--- config.mk ---
export PLATFORM = sky130hd
export DESIGN_NAME = vend_output_ctrl
export DESIGN_NICKNAME = d
export VERILOG_FILES = /design/src/rtl/vend_pkg.sv /design/src/rtl/vend_timer.sv /design/src/rtl/vend_output_ctrl.sv
export SDC_FILE = /design/constraint.sdc
export NUM_CORES = 1
export LEC_CHECK = 0
export CORE_MARGIN = 2
export CORE_UTILIZATION = 53
export DETAILED_ROUTE_END_ITERATION = 8
export PLACE_DENSITY_LB_ADDON = 0.08
export SLEW_MARGIN = 25
export SYNTH_ARGS = -nofsm -noshare
export SYNTH_HDL_FRONTEND = slang
export SYNTH_SLANG_ARGS = --single-unit
--- constraint.sdc ---
create_clock -name clk_i -period 2.8 [get_ports clk_i]
set_input_delay 0.7 -clock clk_i [delete_from_list [all_inputs] [get_ports clk_i]]
set_output_delay 0.7 -clock clk_i [all_outputs]
set_load 0.02 [all_outputs]
--- src/rtl/vend_pkg.sv ---
// rtl/vend_pkg.sv - shared types and constants for the vending output controller
package vend_pkg;

  typedef enum logic [2:0] {
    ST_IDLE,
    ST_MOTOR,
    ST_HOP_PULSE,
    ST_HOP_WAIT,
    ST_FAULT
  } vend_out_state_t;

  localparam int COIN_VALUE = 5;
  localparam int PRICE      = 15;

  // Largest of three limits, used to size the shared state timer
  function automatic int max3(input int a, input int b, input int c);
    int m;
    m = (a > b) ? a : b;
    return (m > c) ? m : c;
  endfunction

endpackage

--- src/rtl/vend_timer.sv ---
// rtl/vend_timer.sv - loadable down-counter with expired flag for timed states
module vend_timer #(
  parameter int W = 8
) (
  input  logic         clk_i,
  input  logic         rst_i,
  input  logic         load_i,
  input  logic [W-1:0] load_val_i,
  output logic         expired_o
);

  logic [W-1:0] count_q;

  // Reload on state entry, otherwise count down and hold at zero
  always_ff @(posedge clk_i) begin
    if (rst_i) begin
      count_q <= '0;
    end else if (load_i) begin
      count_q <= load_val_i;
    end else if (count_q != '0) begin
      count_q <= count_q - W'(1);
    end
  end

  assign expired_o = (count_q == '0);

endmodule

--- src/rtl/vend_output_ctrl.sv ---
// rtl/vend_output_ctrl.sv - queues dispense/change pulses and drives motor and hopper; HOPPER_RETRY_EN enables one hopper retry per job
module vend_output_ctrl
  import vend_pkg::*;
#(
  parameter int MAX_PENDING      = 4,
  parameter int MOTOR_TIMEOUT    = 200,
  parameter int HOPPER_PULSE_CYC = 3,
  parameter int HOPPER_TIMEOUT   = 50,
  localparam int PW = $clog2(MAX_PENDING + 1)
) (
  input  logic          clk_i,
  input  logic          rst_i,
  input  logic          dispense_i,
  input  logic          change_5_i,
  input  logic          motor_done_i,
  input  logic          coin_out_sense_i,
  output logic          motor_on_o,
  output logic          hopper_pulse_o,
  output logic          busy_o,
  output logic          overflow_o,
  output logic          fault_o,
  output logic [PW-1:0] pend_vend_o,
  output logic [PW-1:0] pend_change_o
);

  localparam int            TMAX  = max3(MOTOR_TIMEOUT, HOPPER_PULSE_CYC, HOPPER_TIMEOUT);
  localparam int            TW    = $clog2(TMAX + 1);
  localparam logic [PW-1:0] MAX_P = PW'(MAX_PENDING);

  vend_out_state_t state_q, state_d;
  logic [PW-1:0]   pend_vend_q, pend_vend_d;
  logic [PW-1:0]   pend_change_q, pend_change_d;
  logic            motor_on_q, hopper_pulse_q, busy_q, overflow_q, fault_q;
  logic            vend_inc, vend_dec, chg_inc, chg_dec, drop;
  logic            timer_load, timer_expired;
  logic [TW-1:0]   timer_val;
`ifdef HOPPER_RETRY_EN
  logic            retry_q, retry_d;
`endif

  vend_timer #(.W(TW)) u_timer (
    .clk_i      (clk_i),
    .rst_i      (rst_i),
    .load_i     (timer_load),
    .load_val_i (timer_val),
    .expired_o  (timer_expired)
  );

  // Next state, queue updates and timer reload; timer restarts on every state change
  always_comb begin
    state_d  = state_q;
    vend_dec = 1'b0;
    chg_dec  = 1'b0;
    vend_inc = dispense_i && (pend_vend_q != MAX_P);
    chg_inc  = change_5_i && (pend_change_q != MAX_P);
    drop     = (dispense_i && (pend_vend_q == MAX_P)) ||
               (change_5_i && (pend_change_q == MAX_P));
`ifdef HOPPER_RETRY_EN
    retry_d  = retry_q;
`endif
    case (state_q)
      ST_IDLE: begin
        if (pend_vend_q != '0) begin
          state_d  = ST_MOTOR;
          vend_dec = 1'b1;
        end else if (pend_change_q != '0) begin
          state_d = ST_HOP_PULSE;
          chg_dec = 1'b1;
`ifdef HOPPER_RETRY_EN
          retry_d = 1'b0;
`endif
        end
      end
      ST_MOTOR: begin
        if (motor_done_i)       state_d = ST_IDLE;
        else if (timer_expired) state_d = ST_FAULT;
      end
      ST_HOP_PULSE: begin
        if (timer_expired) state_d = ST_HOP_WAIT;
      end
      ST_HOP_WAIT: begin
        if (coin_out_sense_i) begin
          state_d = ST_IDLE;
        end else if (timer_expired) begin
`ifdef HOPPER_RETRY_EN
          if (!retry_q) begin
            state_d = ST_HOP_PULSE;
            retry_d = 1'b1;
          end else begin
            state_d = ST_FAULT;
          end
`else
          state_d = ST_FAULT;
`endif
        end
      end
      ST_FAULT: state_d = ST_FAULT;
      default:  state_d = ST_IDLE;
    endcase

    pend_vend_d   = pend_vend_q + PW'(vend_inc) - PW'(vend_dec);
    pend_change_d = pend_change_q + PW'(chg_inc) - PW'(chg_dec);

    timer_load = (state_d != state_q);
    case (state_d)
      ST_MOTOR:     timer_val = TW'(MOTOR_TIMEOUT - 1);
      ST_HOP_PULSE: timer_val = TW'(HOPPER_PULSE_CYC - 1);
      ST_HOP_WAIT:  timer_val = TW'(HOPPER_TIMEOUT - 1);
      default:      timer_val = '0;
    endcase
  end

  // FSM state, queue counters and registered outputs derived from the next state
  always_ff @(posedge clk_i) begin
    if (rst_i) begin
      state_q        <= ST_IDLE;
      pend_vend_q    <= '0;
      pend_change_q  <= '0;
      motor_on_q     <= 1'b0;
      hopper_pulse_q <= 1'b0;
      busy_q         <= 1'b0;
      overflow_q     <= 1'b0;
      fault_q        <= 1'b0;
`ifdef HOPPER_RETRY_EN
      retry_q        <= 1'b0;
`endif
    end else begin
      state_q        <= state_d;
      pend_vend_q    <= pend_vend_d;
      pend_change_q  <= pend_change_d;
      motor_on_q     <= (state_d == ST_MOTOR);
      hopper_pulse_q <= (state_d == ST_HOP_PULSE);
      fault_q        <= (state_d == ST_FAULT);
      busy_q         <= (state_d != ST_IDLE) || (pend_vend_d != '0) || (pend_change_d != '0);
      overflow_q     <= overflow_q | drop;
`ifdef HOPPER_RETRY_EN
      retry_q        <= retry_d;
`endif
    end
  end

  assign motor_on_o     = motor_on_q;
  assign hopper_pulse_o = hopper_pulse_q;
  assign busy_o         = busy_q;
  assign overflow_o     = overflow_q;
  assign fault_o        = fault_q;
  assign pend_vend_o    = pend_vend_q;
  assign pend_change_o  = pend_change_q;

endmodule

Word level (Yosys, flattened, before mapping):

Index checks and enable logic that the tools add are counted.
W data, S select, Z words.

* output and inout port bits: 11
* logic and storage cells: 59
* input bits: 6
* bits in registers: 22

* reduce and logical (&&, ||, !) cells: 16
* bitwise logic cells: 1
* muxes and demuxes: 15
* add/sub/neg operators: 5
* eq/ne operators: 13

Operator list (count)
* $pmux W8 S3: 1
* $mux W3: 6
* $mux W8: 2
* $pmux W3 S5: 1
* $reduce_bool A3 Y1: 5
* $eq A3 B2 Y1 const B: 4
* $eq A3 B3 Y1 const B: 4
* $logic_not A8 Y1: 1
* $reduce_bool A8 Y1: 1
* $sub A8 B1 Y8 const B: 1
* $add A3 B1 Y3: 2
* $eq A3 B1 Y1 const B: 2
* $ne A3 B3 Y1 const B: 2
* $sub A3 B1 Y3: 2
* $mux W1: 5
* $logic_and A1 B1 Y1: 4
* $logic_not A3 Y1: 1
* $logic_or A1 B1 Y1: 3
* $ne A3 B3 Y1: 1
* $reduce_bool A2 Y1: 1
* $or A1 B1 Y1: 1

Logic depth before layout (Yosys ltp):

* depth after elaboration: 7
* depth in mapped cells: 13
* depth with buffers taken out: 12

Cells and area by module:

Synthesis repeated with hierarchy kept, for this count alone.

* cell total of the unflattened synthesis: 137
* area, all modules: 1247.4 um2

Modules (own cells, without submodules)
* vend_output_ctrl: seq. area each 280.3 um2, times used 1, cells each 84, area each 772.0 um2
* vend_timer: seq. area each 160.2 um2, times used 1, cells each 53, area each 475.5 um2

Worst setup path before layout:

No wires, ideal clock.

* kind: register -> register
* start point: reg pend_vend_q[1], in the netlist pend_vend_o[1]
* end point: reg busy_q, in the netlist busy_o
* data required time: 2664 ps
* setup time: 136 ps
* arrival time: 2471 ps
* cell stages (with the launch flop): 12
* buffers on the path: 0
* slack: 193 ps
* clock period less this slack: 2607 ps
* cells stage by stage: dfxtp_1 -> or3_4 -> nor3b_1 -> ha_1 -> inv_1 -> ha_1 -> inv_1 -> fa_1 -> xor2_1 -> xnor2_1 -> and3_1 -> a31oi_1

* cells in the longest elaborated chain, start to end: 7
* elaborated cells on any way between the ends: 17
* those cells by class: 3 x add/sub; 1 x eq/ne; 6 x mux; 7 x reduce/logical

Ends and longest elaborated chain
* from (decl): RTL line vend_output_ctrl.sv:31 `logic [PW-1:0] pend_vend_q, pend_vend_d;`
* from (signal assigned): RTL line vend_output_ctrl.sv:129 `pend_vend_q <= pend_vend_d;`
* $ne A3 B3 Y1 or $reduce_bool A3 Y1 (tied branches): RTL line vend_output_ctrl.sv:54, vend_output_ctrl.sv:63
* $logic_and A1 B1 Y1 or $mux W1 (tied branches): RTL line vend_output_ctrl.sv:54, vend_output_ctrl.sv:63
* $add A3 B1 Y3 or $mux W1 (tied branches): RTL line vend_output_ctrl.sv:101, vend_output_ctrl.sv:61
* $sub A3 B1 Y3: RTL line vend_output_ctrl.sv:101 `pend_vend_d = pend_vend_q + PW'(vend_inc) - PW'(vend_dec);`
* $reduce_bool A3 Y1: RTL line vend_output_ctrl.sv:134 `busy_q <= (state_d != ST_IDLE) || (pend_vend_d != '0) || (pend_change_d != '0);`
* $logic_or A1 B1 Y1: RTL line vend_output_ctrl.sv:134
* $logic_or A1 B1 Y1 *: RTL line vend_output_ctrl.sv:134
* to (signal assigned): RTL line vend_output_ctrl.sv:134
* to (decl): RTL line vend_output_ctrl.sv:33 `logic motor_on_q, hopper_pulse_q, busy_q, overflow_q, fault_q;`

Mark *: on every way between the ends. The rest lies on a longest branch, timed or not.
A chain may end at the register's enable or synchronous reset.

Worst setup path in the final report:

* start point: reg pend_vend_q[2], in the netlist pend_vend_o[2]
* end point: reg busy_q, in the netlist busy_o

The elaborated chain is that of the path after synthesis.

==> results.json <==
{
  "outcome": "finished, final reports clean",
  "rsz0062_at_grt": "false",
  "holdPathStages": 2,
  "routed_wl_um": 2710,
  "dr.pass1.iters": 4,
  "synth.yosys.seq_area_share_pct": 35.8,
  "min_to": "overflow_o",
  "power.leakage_nw": 0.661,
  "clk_latency_ns": 0.32,
  "setup_viol": 0,
  "cts_sinks": 22,
  "r2r_start": "pend_vend_o[2]",
  "drtAntennaViolNets": 0,
  "grt_remaining_overflow": 0,
  "finalSetupTns_ns": 0,
  "post-route-cell-area_um2": 1560,
  "cts_root_buffer": "clkbuf_4",
  "hp-start": "overflow_o",
  "fmax_mhz": 383,
  "routabilityCongestion": 0.802,
  "dp_hpwl_um": 2010,
  "critPathArrivalTime_ns": 2.82,
  "clk_path_buf_depth": 2,
  "synth_cell_types": 41,
  "drv_cap": 0,
  "viasPerCell": 5.74,
  "grt_pass1_wl_um": 4530,
  "min_period_over_period_pct": 93.4,
  "crit_path_end_kind": "register",
  "cp-start-kind": "register",
  "netlist_area_um2": 1230,
  "synth-seq-cells": 22,
  "post-cts-setup-buffer-count": 0,
  "synth_area_leaders": "dfxtp_1 36%, ha_1 6.1%, xor2_1 4.3%",
  "hold_path_class": "reg -> reg",
  "grt_start_max_net_pins": 18,
  "crit_family": "adder cells",
  "min_period_ns": 2.61,
  "clk_pin_slew_worst_paths_ns": 0.13,
  "via_count": 1107,
  "place_area_um2": 1500,
  "path_buf_inv": 3,
  "drive_gt1_share_pct": 13.9,
  "grt_pass1_vias": 1025,
  "worstRegToRegCells": 12,
  "reg2reg_to": "busy_o",
  "regToRegSetupSlack_ns": 0.19,
  "track_usage_pct": 23.2,
  "fillCellCount": 173,
  "maxSlewHeadroom_pct": 56.9,
  "pre_cts_ws_ns": -0.101,
  "worst_pin_slew_ns": 0.645,
  "die_area_um2": 2720,
  "wl_per_cell_um": 14.0,
  "cts_tree": "yes",
  "critical_path_class": "reg -> reg",
  "synth_top_area_share_pct": 35.8,
  "die_y_um": 52.2,
  "cpMostUsedCell": "inv_1",
  "crit_chain": "or3_4 > nand2_1 > inv_1 > ha_1 > inv_1 > ha_1 > inv_1 > fa_1 > xor2_1 > xnor2_1 > and3_1 > a31oi_1",
  "core_area_um2": 2210,
  "floorplan.rows": 17,
  "crit_fanout": 4,
  "numPortBuffers": 16,
  "synthCells": 137,
  "drt-initial-drc-count": 29,
  "ir_drop_v": 0.000858,
  "yosys_warnings": 0,
  "hold_viol": 0,
  "die_width_um": 52.2,
  "cellPowerDensity_nw_per_um2": 1420,
  "fin_hold_ws_ns": 0.565,
  "htree_levels": 1,
  "numCtsBuffers": 3,
  "grt_antenna_before_repair": 0,
  "io_pins": 17,
  "cts_hold_buf": 0,
  "slew_violations": 0,
  "fin_ws_ns": 0.186,
  "synth_fp_nets": 151,
  "clock_skew_ns": 0.00985,
  "initial_core_util_pct": 55.5,
  "crit_slowest_cell": "or3_4",
  "utilization_pct": 70.3,
  "synth_top_area_cell": "dfxtp_1",
  "critPathMaxStageDelay_ns": 0.42,
  "critPathRequiredTime_ns": 3.01,
  "syn2layout_area_growth_pct": 26.6,
  "num_antenna_cells": 0,
  "drcViolationCount": 0,
  "nets": 180,
  "syn_area_per_cell_um2": 8.97
}
==> cell usage in the layout (no fill, tap or decap), drive strengths merged, types with 2 or more instances in the layout <==
cell / n
o31ai: 2
nor2b: 6
inv: 8
nand2: 11
a41oi: 2
a21oi: 6
dfxtp: 22
and3: 2
o21ai: 3
nor2: 11
ha: 6
nor3: 5
buf: 12
nand4: 3
xnor2: 2
clkbuf: 3
o211a: 2
o211ai: 2
nand3: 5
a31oi: 3
clkdlybuf4s50: 16
nand2b: 3
fa: 2
nor3b: 6
xor2: 6
==> tightest hold or removal path: stages, from the launching register on <==
cell	delay (ns)
dfxtp_1	0.37
a31oi_1	0.05
a21oi_1	0.13
==> where the power goes <==
| group | leakage, nW | internal [W] | switching [W] |
|---|---|---|---|
| Sequential | 0.182 | 0.000436 | 0.000107 |
| Combinational | 0.451 | 0.000662 | 0.000756 |
| Clock | 0.0279 | 0.000145 | 0.000104 |
| Total | 0.661 | 0.00124 | 0.000967 |
==> cell usage after synthesis <==
| cell | count |
|---|---|
| o311a_1 | 1 |
| clkbuf_1 | 3 |
| nor3b_1 | 6 |
| a221oi_2 | 1 |
| or3b_1 | 1 |
| and3b_1 | 1 |
| o41ai_4 | 1 |
| fa_1 | 2 |
| o32ai_1 | 1 |
| nor2b_1 | 6 |
| nand2b_1 | 3 |
| or3_4 | 1 |
| o21ai_1 | 1 |
| a211oi_1 | 1 |
| o211a_1 | 2 |
| ha_1 | 6 |
| nand3_1 | 5 |
| a31oi_1 | 3 |
| xnor2_1 | 2 |
| inv_1 | 8 |
| nand3b_1 | 1 |
| a21oi_1 | 6 |
| nand2_1 | 11 |
| o31ai_1 | 2 |
| o21ai_0 | 2 |
| nand4_1 | 3 |
| o211ai_1 | 2 |
| a311oi_1 | 1 |
| a41oi_1 | 2 |
| buf_2 | 1 |
| nor2_1 | 11 |
| a21o_1 | 1 |
| or2_2 | 1 |
| nor3_1 | 4 |
| or4_1 | 1 |
| dfxtp_1 | 22 |
| xor2_1 | 6 |
| nor3_2 | 1 |
| and3_1 | 2 |
| nor4_2 | 1 |
| a21boi_0 | 1 |
==> layer usage <==
layer | vias to the layer above | global-route usage (%) | part of all wire (%)
met3 | 4 | 5.46 | 4.5
met1 | 530 | 27.7 | 44
met2 | 24 | 40.7 | 50
li1 | 549 | - | -
met4 | 0 | 7.69 | 1.3
met5 | - | 0 | 0
==> through the flow <==
stage	std cells	power, W
2_1_floorplan	137	0.00151
3_3_place_gp	189	0.00190
3_5_place_dp	189	0.00194
4_1_cts	193	0.00221
5_1_grt	193	0.00240
6_report	193	0.00221
==> how the worst max path moves through the flow <==
stage	cells after the start	endpoint	slack [ns]	startpoint
5_1_grt	12	busy_o	0.04	pend_vend_o[2]
6_report	12	busy_o	0.19	pend_vend_o[2]
3_5_place_dp	11	busy_o	-0.10	dispense_i
2_1_floorplan	11	busy_o	0.19	pend_vend_o[1]
4_1_cts	11	busy_o	0.13	pend_vend_o[2]
3_3_place_gp	11	busy_o	-0.07	dispense_i
==> registers in the layout, indices dropped and copies added, names as in the netlist <==
signal	count
fault_o	1
u_timer.count_q	8
overflow_o	1
hopper_pulse_o	1
state_q	3
busy_o	1
pend_vend_o	3
pend_change_o	3
motor_on_o	1
==> repair_timing <==
| item | CTS | global route |
|---|---|---|
| gates resized for setup | 0 | 1 |
| endpoints found under the setup margin | 0 | 1 |
| hold endpoints to repair | 0 | 0 |
==> final cells by class <==
type                    instances  area [um2]  area share [%]
clock buffers                   3        22.5            1.45
inverters                       8        30.0            1.93
multi-input cells             103         747            48.0
well taps                      28        35.0            2.25
flip-flops and latches         22         440            28.3
clock inverters                 1        30.0            1.93
repair buffers                 28         250            16.1
==> kinds of logic after synthesis <==
group                      Yosys count  share of synthesized area, %
adders and majority gates            8                          9.37
xor gates and xnor gates             8                          5.70
and+or+nand+nor                     59                          27.1
DFF                                 22                          35.8
buffers and inverters               12                          3.77
AOI/OAI and AO/OA                   28                          18.2
(Power assumes the default switching activity.)
